$ cat config.mk
export PLATFORM = sky130hd
export DESIGN_NAME = gray_ptr_sync_flat
export DESIGN_NICKNAME = d
export VERILOG_FILES = /design/src/rtl/gray_ptr_sync_if.sv /design/src/rtl/gray_ptr_sync.sv /design/src/flat_wrapper.sv
export SDC_FILE = /design/constraint.sdc
export NUM_CORES = 1
export LEC_CHECK = 0
export BUFFER_PORTS_ARGS = -buffer_cell sky130_fd_sc_hd__buf_2
export CAP_MARGIN = 10
export CORE_AREA = 2 2 39 41
export DETAILED_ROUTE_END_ITERATION = 16
export DIE_AREA = 0 0 41 43
export GPL_ROUTABILITY_DRIVEN = 0
export GPL_TIMING_DRIVEN = 0
export PLACE_DENSITY = 0.7
export SLEW_MARGIN = 0
export SYNTH_ARGS = -nofsm -noshare
export SYNTH_HDL_FRONTEND = slang
export SYNTH_SLANG_ARGS = --single-unit
$ cat constraint.sdc
create_clock -name clk -period 1.3 [get_ports clk]
set_clock_uncertainty 0.05 [all_clocks]
set_input_delay 0.13 -clock clk [delete_from_list [all_inputs] [get_ports clk]]
set_output_delay 0.13 -clock clk [all_outputs]
set_load 0.005 [all_outputs]
$ cat src/rtl/gray_ptr_sync_if.sv
// gray_ptr_sync_if
//   Bundles the pointer-side signals of one gray_ptr_sync instance.
//   master : the driver side, which supplies the Gray pointer and the error clear
//            and observes the synchronised results.
//   slave  : the synchroniser itself.
// Signals
//   InData  Gray-coded pointer from the source domain (asynchronous to clk)
//   ErrClr  synchronous clear of GrayErr
//   OutData synchronised Gray pointer
//   OutBin  registered binary decode of OutData
//   Changed one-cycle pulse on each new synchronised value
//   GrayErr sticky multi-bit-change flag
interface gray_ptr_sync_if #(
    parameter int WIDTH = 4
);
    logic [WIDTH-1:0] InData;
    logic             ErrClr;
    logic [WIDTH-1:0] OutData;
    logic [WIDTH-1:0] OutBin;
    logic             Changed;
    logic             GrayErr;

    modport master (
        output InData,
        output ErrClr,
        input  OutData,
        input  OutBin,
        input  Changed,
        input  GrayErr
    );

    modport slave (
        input  InData,
        input  ErrClr,
        output OutData,
        output OutBin,
        output Changed,
        output GrayErr
    );
endinterface

$ cat src/rtl/gray_ptr_sync.sv
// gray_ptr_sync
//   Multi-rank synchroniser for a Gray-coded FIFO pointer entering the clk
//   domain. The pointer passes through STAGES flop ranks with no logic between
//   them; the last rank is decoded to binary (registered), compared with the
//   previous synchronised sample to produce a one-cycle Changed strobe, and,
//   optionally, checked for multi-bit steps (sticky GrayErr).
// Parameters
//   WIDTH  pointer width, 2..16
//   STAGES synchroniser ranks, 2..4
// Ports
//   clk  destination-domain clock
//   RST  asynchronous active-low reset; clears every register immediately
//   bus  gray_ptr_sync_if.slave: InData, ErrClr in; OutData, OutBin, Changed,
//        GrayErr out
// Build option
//   SYNC_GRAY_CHECK_EN : when defined, the popcount checker, GrayErr register
//   and ErrClr handling are built. When undefined, GrayErr is constant 0 and
//   ErrClr is ignored.
module gray_ptr_sync #(
    parameter int WIDTH  = 4,
    parameter int STAGES = 2
) (
    input  logic              clk,
    input  logic              RST,
    gray_ptr_sync_if.slave    bus
);

    // Reject illegal configurations at elaboration time.
    if (WIDTH < 2 || WIDTH > 16) begin : g_bad_width
        $error("gray_ptr_sync: WIDTH must be within 2..16");
    end
    if (STAGES < 2 || STAGES > 4) begin : g_bad_stages
        $error("gray_ptr_sync: STAGES must be within 2..4");
    end
    if ($bits(bus.InData) != WIDTH) begin : g_bad_if_width
        $error("gray_ptr_sync: interface WIDTH does not match module WIDTH");
    end

    logic [WIDTH-1:0] rank_reg [STAGES];
    logic [WIDTH-1:0] prev_reg;
    logic [WIDTH-1:0] out_bin_reg;
    logic             changed_reg;
    logic [WIDTH-1:0] out_data;
    logic [WIDTH-1:0] bin_next;

    assign out_data = rank_reg[STAGES-1];

    // Gray-to-binary: MSB passes through, each lower bit folds in the binary
    // bit above it. Computed ahead of the register so OutBin is a flop output.
    always_comb begin
        bin_next = '0;
        bin_next[WIDTH-1] = out_data[WIDTH-1];
        for (int i = WIDTH - 2; i >= 0; i--) begin
            bin_next[i] = bin_next[i+1] ^ out_data[i];
        end
    end

    always_ff @(posedge clk or negedge RST) begin
        if (!RST) begin
            for (int i = 0; i < STAGES; i++) begin
                rank_reg[i] <= '0;
            end
            prev_reg    <= '0;
            out_bin_reg <= '0;
            changed_reg <= 1'b0;
        end else begin
            // Plain flop chain: nothing may sit between ranks.
            rank_reg[0] <= bus.InData;
            for (int i = 1; i < STAGES; i++) begin
                rank_reg[i] <= rank_reg[i-1];
            end
            prev_reg    <= out_data;
            out_bin_reg <= bin_next;
            changed_reg <= (out_data != prev_reg);
        end
    end

    assign bus.OutData = out_data;
    assign bus.OutBin  = out_bin_reg;
    assign bus.Changed = changed_reg;

`ifdef SYNC_GRAY_CHECK_EN
    logic [WIDTH-1:0] diff;
    logic             multi_bit;
    logic             gray_err_reg;

    // More than one bit set <=> diff is non-zero and not a power of two.
    assign diff      = out_data ^ prev_reg;
    assign multi_bit = (diff & (diff - WIDTH'(1))) != '0;

    // A fresh violation takes priority over a clear in the same cycle.
    always_ff @(posedge clk or negedge RST) begin
        if (!RST) begin
            gray_err_reg <= 1'b0;
        end else if (multi_bit) begin
            gray_err_reg <= 1'b1;
        end else if (bus.ErrClr) begin
            gray_err_reg <= 1'b0;
        end
    end

    assign bus.GrayErr = gray_err_reg;
`else
    logic unused_err_clr;

    assign unused_err_clr = bus.ErrClr;
    assign bus.GrayErr    = 1'b0;
`endif

endmodule

$ cat src/flat_wrapper.sv
// flat-port wrapper written by rule: the top's interface ports become plain ports
module gray_ptr_sync_flat 
#(
    parameter int WIDTH  = 4,
    parameter int STAGES = 2
)
  (clk, RST, bus_InData, bus_ErrClr, bus_OutData, bus_OutBin, bus_Changed, bus_GrayErr);
  gray_ptr_sync_if #(.WIDTH(WIDTH)) bus_i ();
  input  logic clk;
  input  logic RST;
  input wire logic [$bits(bus_i.InData)-1:0] bus_InData;
  input wire logic [$bits(bus_i.ErrClr)-1:0] bus_ErrClr;
  output wire logic [$bits(bus_i.OutData)-1:0] bus_OutData;
  output wire logic [$bits(bus_i.OutBin)-1:0] bus_OutBin;
  output wire logic [$bits(bus_i.Changed)-1:0] bus_Changed;
  output wire logic [$bits(bus_i.GrayErr)-1:0] bus_GrayErr;
  assign bus_i.InData = bus_InData;
  assign bus_i.ErrClr = bus_ErrClr;
  assign bus_OutData = bus_i.OutData;
  assign bus_OutBin = bus_i.OutBin;
  assign bus_Changed = bus_i.Changed;
  assign bus_GrayErr = bus_i.GrayErr;
  gray_ptr_sync #(.WIDTH(WIDTH), .STAGES(STAGES)) u_core (.clk(clk), .RST(RST), .bus(bus_i));
endmodule
Word-level counts from Yosys, hierarchy flattened:

Index checks and enable logic that the tools add are counted.

* output and inout port bits: 10
* logic and storage cells: 9
* bits in registers: 17

* eq/ne operators: 1
* bitwise gates (word level): 3

Operators by type and width (count)
* $ne 4x4->1: 1
* $xor 1x1->1: 3

Longest topological paths before layout:

* word-level depth: 3
* mapped depth: 2

Worst setup path before layout:

No wires, ideal clock.

* path type: reg-to-reg
* start point: register u_core.rank_reg, in the netlist u_core.bus.OutData[2]
* end point: register u_core.out_bin_reg[0], in the netlist u_core.bus.OutBin[0]
* arrival: 0.855 ns
* cell stages (with the launch flop): 3
* period minus slack after synthesis: 1.039 ns
* path slack: 0.261 ns
* buffers on the path: 0
* path through: dfrtp_1 -> xnor2_2 -> xnor3_1

* cells in the longest elaborated chain, start to end: 3

RTL lines
* from (decl): line gray_ptr_sync.sv:39 `logic [WIDTH-1:0] rank_reg [STAGES];`
* from (signal, indexed assignment): line gray_ptr_sync.sv:70 `rank_reg[i] <= rank_reg[i-1];`
* $xor 1x1->1 (3 in series): line gray_ptr_sync.sv:54 `bin_next[i] = bin_next[i+1] ^ out_data[i];`
* net u_core.bin_next[0]: line gray_ptr_sync.sv:44 `logic [WIDTH-1:0] bin_next;`
* to (signal assigned): line gray_ptr_sync.sv:73 `out_bin_reg <= bin_next;`
* to (decl): line gray_ptr_sync.sv:41 `logic [WIDTH-1:0] out_bin_reg;`

The timed path passes the listed nets, and every way through them passes these cells.

Final worst setup path:

* start point: register u_core.rank_reg, in the netlist u_core.bus.OutData[2]
* end point: output bus_OutData[2]

RTL lines
* to (decl): line flat_wrapper.sv:13 `output wire logic [$bits(bus_i.OutData)-1:0] bus_OutData;`

No word-level cell between the ends.

==> results.toml <==
[cts]
cts-root-buf = "clkbuf_4"
cts_sinks = 16
numCtsBuffers = 3
tritoncts = "yes"
cts_buffer_depth = 2
cts-resized-gates = 0
clk_latency_ns = 0.28
clk_pin_slew_worst_paths_ns = 0.08
htreeDepth = 1

[logic_synthesis]
ys_warn_count = 0
netlist_area_sq_um = 542
synth_cell_types = 8
ys_seq_area_share_pct = 73.9
synth_top_area_share_pct = 73.9
yosys.area.top_type = "dfrtp_1"
syn_nets = 39
synthTopCellsByArea = "dfrtp_1 74%, buf_4 8.3%, xnor2_1 8.1%, xnor3_1 4.2%, xnor2_2 3.0%"
ys_ff_latch = 16
synthCells = 32
syn_area_per_cell_sq_um = 16.9

[global_route]
grt_overflow = 0
antenna_found_initial = 0
gr-usage-all-layers_pct = 9.12
grt_pass1_wl_um = 1010
grt_pass1_vias = 272
grt_max_degree = 17

[pwr]
comb_power_share_pct = 10.4
clkPwrFrac_pct = 32.5
intPower_mw = 0.766
p_sw_mw = 0.194
ir_drop_uv = 654
cellPowerDensity_nw_per_um2 = 1340
pwr-share-seq_pct = 57.1
swShare_pct = 20.2
p_leak_nw = 0.352

[detailed_routing]
drc = 0
wirelength_um = 644
wl_per_cell_um = 9.07
antenna_left = 0
vias_per_cell = 3.92
vias = 278
drt_iter0_drc = 2
drt_first_pass_iters = 3

[setup_path]
start_kind = "flop"
critPathBufInv = 2
cp_top_family = "flip-flops"
slowest_delay_ns = 0.45
slowest_stage = "dfrtp_1"
rrSetupSlack_ns = 0.19
end_kind = "primary output"
crit_fanout = 4
critPathRequiredTime_ns = 1.12
crit_type = "flop to primary output"
worstPathArrival_ns = 0.99
cp_cell_sequence = "buf_4, buf_2"

[outcome]
status = "finished, final reports clean"

[layout]
num-nets-final = 63
drive_gt1_share_pct = 45.5
syn_to_final_growth_pct = 32.6
final_util_pct = 51.9
postLayoutCellArea_sq_um = 718
diodes = 0

[placed_design]
hpwl_um = 448
postPlaceCellArea_sq_um = 632
io_buffers = 14

[sta]
fin_tns_setup_ns = 0
hold_viol = 0
setup_viol = 0
slew_viol_final = 0
period_share_pct = 89.9
max_clock_freq_mhz = 856
rsz0062_at_grt = "no"
fin_crit_ns = 1.17

[min_path]
min_path_type = "input pin to async pin"

[floorplanning]
die_x_um = 41
coreArea_sq_um = 1380
num_rows = 14
die_y_um = 43
ioPinCount = 17
die-area_sq_um = 1760
initial_utilization_pct = 39.2

[flow_run]
cap_violations = 0
-- worst reg2reg max path: cells and delay by family (launching register included) --
kind	cells	cell delay [ns]
XOR/XNOR	2	0.50
flip-flops	1	0.45
-- final cells by class --
type,count,area (sq um)
tap,16,20.0
inverter,1,3.75
fill,114,666
buffer,6,45.0
timing repair buffer,19,120
multi-input combinational,9,92.6
sequential,16,400
clock buffer,4,36.3
-- cells in the final DEF, fill, tap and decap left out --
cell type      Yosys  routed
xnor2_1            5       5
inv_1              1       1
dlygate4sd3_1      0       5
xnor3_1            1       1
clkbuf_8           0       1
nand4_1            1       1
dfrtp_1           16      16
clkbuf_4           0       3
conb_1             1       1
buf_2              0      14
buf_4              6       6
xnor2_2            1       1
-- cell families (layout without fill, tap and decap cells) --
group	Yosys count	count (layout)	synth area share, %
other cells	1	1	0.692
flops	16	16	73.9
buf+inv	7	30	9.01
xor+xnor	7	7	15.2
simple gates	1	1	1.16
-- Yosys cell counts --
library cell and number:
dfrtp_1 16, xnor2_1 5, nand4_1 1, xnor3_1 1, inv_1 1, buf_4 6, xnor2_2 1, conb_1 1
-- path summary, 6_finish.rpt --
check,start,endpoint,cells after the start
max,u_core.bus.OutData[2],bus_OutData[2],2
min,RST,u_core.bus.Changed,2
max reg2reg,u_core.bus.OutData[2],u_core.bus.OutBin[0],2
min reg2reg,u_core.rank_reg[5],u_core.bus.OutData[1],0
max in group asynchronous,RST,u_core.prev_reg[2],2
min in group clk,u_core.rank_reg[5],u_core.bus.OutData[1],0
-- repair_timing --
| item | CTS | global route |
|---|---|---|
| endpoints found under the hold margin | 20 | 0 |
| hold buffers | 5 | 0 |
| buffers inserted | 0 | 0 |
-- power groups by stage --
stage / Sequential (mW) / Clock, mW / Combinational, mW
floorplan: 0.560 / 0 / 0.0459
global placement: 0.559 / 0 / 0.0886
detailed placement: 0.559 / 0 / 0.0911
CTS: 0.549 / 0.326 / 0.102
global route: 0.553 / 0.347 / 0.110
finish: 0.548 / 0.312 / 0.100
-- routing by layer --
layer / track usage [%] / vias up / share of wire (%)
met5: 0 / - / 0
met4: 8.00 / 0 / 0.62
met3: 3.14 / 2 / 6.5
met2: 12.5 / 12 / 51
met1: 10.7 / 126 / 41
li1: - / 138 / -
-- per-stage QoR --
step / hold slack (ns) / power (mW) / instances / worst slack (ns)
2_1_floorplan: -0.216 / 0.606 / 32 / 0.261
3_3_place_gp: -0.00272 / 0.647 / 62 / 0.204
3_5_place_dp: 0.00576 / 0.650 / 62 / 0.184
4_1_cts: 0.228 / 0.978 / 71 / 0.116
5_1_grt: 0.261 / 1.01 / 71 / 0.0732
6_report: 0.227 / 0.960 / 71 / 0.131
Power figures use the tool's default switching activity.
